File: src/rtl/bcd_adder8_ctl.sv
`default_nettype none
// ============================================================================
// bcd_adder8_ctl : operand entry sequencer and two-cycle digit-serial BCD adder
// Rev 1.0 - initial release
// ============================================================================
module bcd_adder8_ctl #(
  parameter int BLINK_CYCLES = 25_000_000
) (
  input  logic        clk,
  input  logic        reset_n,
  input  logic [9:0]  SW,
  input  logic        enter,
  output logic [2:0]  out_mux_sel,
  output logic [11:0] RSLT,
  output logic        rslt_valid
);

  localparam logic [2:0] c_SHOWA     = 3'd0;
  localparam logic [2:0] c_SHOWB     = 3'd1;
  localparam logic [2:0] c_SHOWCIN   = 3'd2;
  localparam logic [2:0] c_SHOWRSLT  = 3'd3;
  localparam logic [2:0] c_SHOWBLNKS = 3'd5;
  localparam logic [2:0] c_SHOWERR   = 3'd6;

  localparam int c_CNT_W = (BLINK_CYCLES > 2) ? $clog2(BLINK_CYCLES) : 1;
  localparam logic [c_CNT_W-1:0] c_CNT_MAX = c_CNT_W'(BLINK_CYCLES - 1);

  typedef enum logic [2:0] {
    S_A     = 3'd0,
    S_B     = 3'd1,
    S_CIN   = 3'd2,
    S_ADDLO = 3'd3,
    S_ADDHI = 3'd4,
    S_RSLT  = 3'd5,
    S_ERR   = 3'd6
  } state_t;

  state_t             r_state;
  logic [7:0]         r_a;
  logic [7:0]         r_b;
  logic               r_cin;
  logic               r_c1;
  logic               r_enter_q;
  logic [c_CNT_W-1:0] r_cnt;
  logic               r_phase;
  logic [2:0]         r_sel;
  logic               r_valid;
  logic [11:0]        r_rslt;

  logic       w_press;
  logic       w_sw_bad;
  logic [4:0] w_lo;
  logic [4:0] w_hi;
  logic       w_unused_sw;

  // One BCD digit: {carry, corrected digit}; the +6 correction wraps in 4 bits.
  function automatic logic [4:0] digit_add(input logic [3:0] x, input logic [3:0] y,
                                           input logic ci);
    logic [4:0] s;
    s = 5'(x) + 5'(y) + 5'(ci);
    if (s > 5'd9) return {1'b1, s[3:0] + 4'd6};
    else          return {1'b0, s[3:0]};
  endfunction

  assign w_press     = enter & ~r_enter_q;
  assign w_sw_bad    = (SW[7:4] > 4'd9) || (SW[3:0] > 4'd9);
  assign w_lo        = digit_add(r_a[3:0], r_b[3:0], r_cin);
  assign w_hi        = digit_add(r_a[7:4], r_b[7:4], r_c1);
  assign w_unused_sw = ^SW[9:8];

  always_ff @(posedge clk) begin
    if (!reset_n) begin
      r_state   <= S_A;
      r_a       <= 8'h00;
      r_b       <= 8'h00;
      r_cin     <= 1'b0;
      r_c1      <= 1'b0;
      r_enter_q <= 1'b1;
      r_cnt     <= '0;
      r_phase   <= 1'b0;
      r_sel     <= c_SHOWA;
      r_valid   <= 1'b0;
      r_rslt    <= 12'h000;
    end else begin
      r_enter_q <= enter;
      case (r_state)
        S_A: begin
          if (w_press) begin
            if (w_sw_bad) begin
              r_state <= S_ERR;
              r_sel   <= c_SHOWERR;
              r_cnt   <= '0;
              r_phase <= 1'b0;
            end else begin
              r_a     <= SW[7:0];
              r_state <= S_B;
              r_sel   <= c_SHOWB;
            end
          end
        end
        S_B: begin
          if (w_press) begin
            if (w_sw_bad) begin
              r_state <= S_ERR;
              r_sel   <= c_SHOWERR;
              r_cnt   <= '0;
              r_phase <= 1'b0;
            end else begin
              r_b     <= SW[7:0];
              r_state <= S_CIN;
              r_sel   <= c_SHOWCIN;
            end
          end
        end
        S_CIN: begin
          if (w_press) begin
            r_cin   <= SW[0];
            r_state <= S_ADDLO;
            r_sel   <= c_SHOWBLNKS;
          end
        end
        S_ADDLO: begin
          r_rslt[3:0] <= w_lo[3:0];
          r_c1        <= w_lo[4];
          r_state     <= S_ADDHI;
          r_sel       <= c_SHOWBLNKS;
        end
        S_ADDHI: begin
          r_rslt[7:4]  <= w_hi[3:0];
          r_rslt[11:8] <= {3'b000, w_hi[4]};
          r_state      <= S_RSLT;
          r_sel        <= c_SHOWRSLT;
          r_valid      <= 1'b1;
        end
        S_RSLT: begin
          if (w_press) begin
            r_state <= S_A;
            r_sel   <= c_SHOWA;
            r_valid <= 1'b0;
          end
        end
        S_ERR: begin
          if (w_press) begin
            r_state <= S_A;
            r_sel   <= c_SHOWA;
            r_cnt   <= '0;
            r_phase <= 1'b0;
          end else if (r_cnt == c_CNT_MAX) begin
            // Phase flips here, so the select follows the new phase.
            r_cnt   <= '0;
            r_phase <= ~r_phase;
            r_sel   <= r_phase ? c_SHOWERR : c_SHOWBLNKS;
          end else begin
            r_cnt <= r_cnt + c_CNT_W'(1);
          end
        end
        default: begin
          r_state <= S_A;
          r_sel   <= c_SHOWA;
          r_valid <= 1'b0;
          r_cnt   <= '0;
          r_phase <= 1'b0;
        end
      endcase
    end
  end

  assign out_mux_sel = r_sel;
  assign rslt_valid  = r_valid;
  assign RSLT        = r_rslt;

endmodule
`default_nettype wire

File: config.mk
export PLATFORM = sky130hd
export DESIGN_NAME = bcd_adder8_ctl
export DESIGN_NICKNAME = d
export VERILOG_FILES = /design/src/rtl/bcd_adder8_ctl.sv
export SDC_FILE = /design/constraint.sdc
export NUM_CORES = 1
export LEC_CHECK = 0
export ABC_AREA = 1
export BUFFER_PORTS_ARGS = -buffer_cell sky130_fd_sc_hd__buf_2
export CORE_MARGIN = 5
export CORE_UTILIZATION = 41
export CTS_CLUSTER_DIAMETER = 50
export DETAILED_ROUTE_END_ITERATION = 10
export GPL_TIMING_DRIVEN = 0
export SLEW_MARGIN = 20
export SYNTH_ARGS = -nofsm -noshare
export SYNTH_HDL_FRONTEND = slang
export SYNTH_SLANG_ARGS = --single-unit
File: constraint.sdc
create_clock -name clk -period 7.77 [get_ports clk]
set_clock_uncertainty 0.2 [all_clocks]
set_input_delay 1.554 -clock clk [delete_from_list [all_inputs] [get_ports clk]]
set_output_delay 1.554 -clock clk [all_outputs]
set_load 0.01 [all_outputs]
# Word level (Yosys, flattened, before mapping)
# Index checks and enable logic that the tools add are counted.
# word_totals
reg_bits	61
input_bits	13
output_inout_bits	16
wordCells	84
# classes
addsub	7
order_cmp	4
n_eq_ne	15
muxes	26
bitwise	6
reduce_logical	14
# op_table
operator	n
two-way mux 25 bit	4
one-hot mux 25 bit (3 select lines)	1
two-way mux 3 bit	9
adder 25 x 1 -> 25 bit, second input constant	1
equality test 25 bit, second input constant	1
one-hot mux 3 bit (7 select lines)	1
one-hot mux 3 bit (6 select lines)	1
adder 4 x 4 -> 5 bit	2
adder 5 x 1 -> 5 bit	2
> comparator 5 x 4 -> 1 bit, second input constant	2
two-way mux 5 bit	2
equality test 3 bit, second input constant	3
AND reduction 3 bit	3
adder 4 x 3 -> 4 bit, second input constant	2
> comparator 4 bit, second input constant	2
inequality test 2 bit, second input constant	4
AND reduction 4 bit	2
equality test 3 x 2 -> 1 bit, second input constant	2
inequality test 2 x 1 -> 1 bit, second input constant	3
one-hot mux 1 bit (3 select lines)	2
two-way mux 1 bit	5
NOT 1 bit	5
AND reduction 5 bit	1
OR reduction 5 bit	1
other kinds (9)	11

# Logic depth before layout (Yosys ltp)
# depth
depth_word	5
ltp_mapped	13
ltp_nobuf	13

# Least setup slack after synthesis
# OpenSTA, ideal clock, no wires.
# synth_timing
kind	input port to flip-flop
start	input port SW[1]
end	register r_cnt[2]
setup_ps	117
arrival_time_ps	2476
t_required_ps	7453
path_slack_ps	4977
path_stages	9
n_path_buf	1
cell_sequence	o21ai_0 -> nand2_1 -> nand3_1 -> nand2_2 -> inv_1 -> buf_2 -> nor2_1 -> o21ai_0 -> nor2_1
# synth_between
elab_chain_len	4
# synth_rtl
element	line_no	text
start, declared	11	input logic [9:0] SW,
> comparator 4 bit	66	assign w_sw_bad = (SW[7:4] > 4'd9) || (SW[3:0] > 4'd9);
logical OR 1 bit	66	
inequality test 2 x 1 -> 1 bit (no source line)	n/a	
AND reduction 3 bit (no source line)	n/a	
end signal, assigned	154	r_cnt <= r_cnt + c_CNT_W'(1);
end, declared	44	logic [c_CNT_W-1:0] r_cnt;
# Every way passes these cells.
# A chain may end at the register's enable or synchronous reset.

# Worst setup path after layout
# layout_timing
start	input port SW[5]
end	register r_b[7]
# layout_between
elab_chain_len	4
# layout_rtl
element	line_no	text
> comparator 4 bit	66	
logical OR 1 bit	66	
NOT 1 bit (no source line)	n/a	
AND reduction 3 bit (no source line)	n/a	
end signal, assigned	109	r_b <= SW[7:0];
end, declared	40	logic [7:0] r_b;
# Every way passes these cells.

==> results.yml <==
clock_tree:
  cts_resized: 0
  clockRootBuffer: "clkbuf_8"
  cts.sink_count: 61
  cts_setup_buffers: 0
  cts_max_level: 3
  clk_latency_ns: 0.33
  cts_buffers: 9
  cts_tree: "built"
  hold_buffers: 0
  cts_buffer_depth: 2
  clkTransAtPathRegs_ns: 0.07
synthesis:
  synthSimpleGateAreaFrac_pct: 39.66
  syn_area_um2: 3521
  avgSynthCellArea_um2: 6.694
  async_reset_ff_share_pct: 0
  synth_seq_cells: 61
  synth_cells: 526
  yosysTopAreaCell: "dfxtp_1"
  synthXorXnorAreaFrac_pct: 2.239
  synth_fa_ha_area_share_pct: 5.473
  synth-edff-count: 0
  synth.distinct_cells: 37
  synth_ff_type: "dfxtp_1"
  synth-compound-area-share_pct: 10.23
  synth_top_family_by_area: "simple AND/OR/NAND/NOR gates"
  ys_warn_count: 0
  ys_seq_area_share_pct: 34.68
  synth.area.mux_share_pct: 0
  yosysTopAreaCellShare_pct: 34.68
  netlist_top_cells_area: "dfxtp_1, nand2_1, nor2_1"
timing:
  finalCritPeriodShare_pct: 38.50
  fmax_mhz: 334.3
  hold_viol_final: 0
  rsz0062_at_grt: "no"
  worst_slew_pin_slew_ns: 0.6388
  fin_tns_setup_ns: 0
  period_needed_ns: 2.991
  maxSlewViolCount: 0
  setup_viol: 0
  slew_headroom_pct: 57.41
die:
  die-area_um2: 10540
  core_area_um2: 8299
  num_rows: 33
  io_pins: 29
  die_height_um: 102.7
  die_w_um: 102.7
  start_util_pct: 42.42
worst_setup_path:
  crit_type: "input port to flop"
  crit_path_start_kind: "input port"
  max_stage_delay_ns: 0.47
  cp_slowest_cell: "nor3_2"
  critical_path_required_ns: 7.82
  worstPathArrival_ns: 3.04
  cpMostUsedCell: "buf_2"
  path_cells: "buf_2 -> o21ai_0 -> nand2_1 -> buf_2 -> nor3_2 -> nor2_1 -> a211oi_1"
  cp_max_fo: 10
  cp-end-kind: "flop"
routing:
  dr.pass1.iters: 4
  antenna_left: 0
  drt-initial-drc-count: 94
  wirelength_um: 8522
  drt-wirelength-per-cell_um: 12.68
  vias: 3383
  viasPerCell: 5.034
  route.detailed.drc: 0
global_routing:
  grt_util_all_layers_pct: 17.40
  use_met2_pct: 31.28
  gr-total-overflow: 0
  grt_max_degree: 11
  grt_pass1_vias: 3230
  grt_pass1_wl_um: 14620
  antenna_found_initial: 0
  grt_busiest_layer: "met2"
  use_met1_pct: 20.37
  met3_usage_pct: 4.939
worst_hold_path:
  hold_path.class: "flop to flop"
placed_design:
  portBuffers: 23
  dp_cells: 656
  dpl_cell_area_um2: 3775
  hpwl_um: 6536
  finalWeightedCongestion: 0.8871
final_layout:
  multi_input_area_um2: 2039
  fillers: 891
  fin_util_pct: 48.03
  finalNonFillerCells: 672
  seqCellArea_um2: 1221
  fin_nets: 588
  antenna_cells: 0
  syn2layout_area_growth_pct: 13.22
  drive_above_1_share_pct: 11.11
  fin_area_um2: 3986
status:
  outcome: "finished clean"
power:
  power.total_w: 0.0006846
  p_leak_nw: 1.667
  cellPowerDensity_nw_per_um2: 171.7
  peakVddDrop_mv: 0.1264
job:
  cap_viol_max_count: 0
## critical path, delay by kind of cell
kind	cells	cell delay [ns]
AO/OA/AOI/OAI	2	0.46
buffers and inverters	2	0.32
AND/OR/NAND/NOR	3	0.69
## cell usage after synthesis (6+ instances only)
cell type	n
nand2_1	116
nor4_1	7
xor2_1	6
o21ai_0	29
dfxtp_1	61
ha_1	9
nand3_1	43
nor2_1	93
nand4_1	12
inv_1	49
nor3_1	17
a21oi_1	29
## cells by family (layout without fill, tap and decap cells)
logic type | count (synthesis) | count (layout)
XOR/XNOR | 9 | 9
adder cells (fa/ha/maj) | 13 | 13
flip-flops | 61 | 61
other | 1 | 3
AND/OR/NAND/NOR | 309 | 309
buffers and inverters | 65 | 104
AO/OA/AOI/OAI | 68 | 68
## where the power goes
part	leakage [nW]	internal, W	switching, W	total, W
Sequential	0.493	0.000320	0.00000570	0.000325
Clock	0.106	0.000174	0.000120	0.000294
Combinational	1.07	0.0000227	0.0000426	0.0000653
## layout by cell type (no fill, tap or decap), drive strengths merged, types with 7 or more instances in the layout
| cell | instances |
|---|---|
| a21oi | 29 |
| buf | 32 |
| clkbuf | 17 |
| dfxtp | 61 |
| ha | 9 |
| inv | 51 |
| nand2 | 121 |
| nand3 | 45 |
| nand4 | 12 |
| nor2 | 96 |
| nor3 | 20 |
| nor4 | 7 |
| o21ai | 29 |
## metal layers
layer / wire length, µm / share of wire, %
met5: 0 / 0
met4: 70 / 0.82
met3: 377 / 4.4
met2: 4313 / 51
met1: 3761 / 44
## final cells by class
class                           count  area share [%]
Clock inverter                      3           1.067
Timing Repair Buffer               23           2.888
Multi-Input combinational cell    402           51.16
Clock buffer                       13           4.237
Inverter                           52           4.896
Buffer                             13           1.820
Tap cell                          105           3.296
Sequential cell                    61           30.63
## registers in the layout, indices dropped and copies added, names as in the netlist
| signal | flops |
|---|---|
| r_b | 8 |
| r_a | 8 |
| out_mux_sel | 3 |
| r_cin | 1 |
| RSLT | 9 |
| rslt_valid | 1 |
| r_cnt | 25 |
| r_c1 | 1 |
| r_enter_q | 1 |
| r_phase | 1 |
| r_state | 3 |
## path summary, 6_finish.rpt
| check | start | to | slack, ns | depth (start not counted) |
|---|---|---|---|---|
| setup reg to reg | r_a[4] | RSLT[5] | 5.09 | 13 |
| hold reg to reg | out_mux_sel[1] | out_mux_sel[1] | 0.27 | 2 |
| setup / recovery | SW[5] | r_b[7] | 4.78 | 7 |
| hold / removal | out_mux_sel[1] | out_mux_sel[1] | 0.27 | 2 |
## through the flow
step           setup slack (ns)  hold slack (ns)
3_3_place_gp              4.435           0.2612
3_5_place_dp              4.408           0.2626
5_1_grt                   4.600           0.2891
2_1_floorplan             4.977           0.2586
6_report                  4.779           0.2663
4_1_cts                   4.775           0.2736
Power figures use the tool's default switching activity.
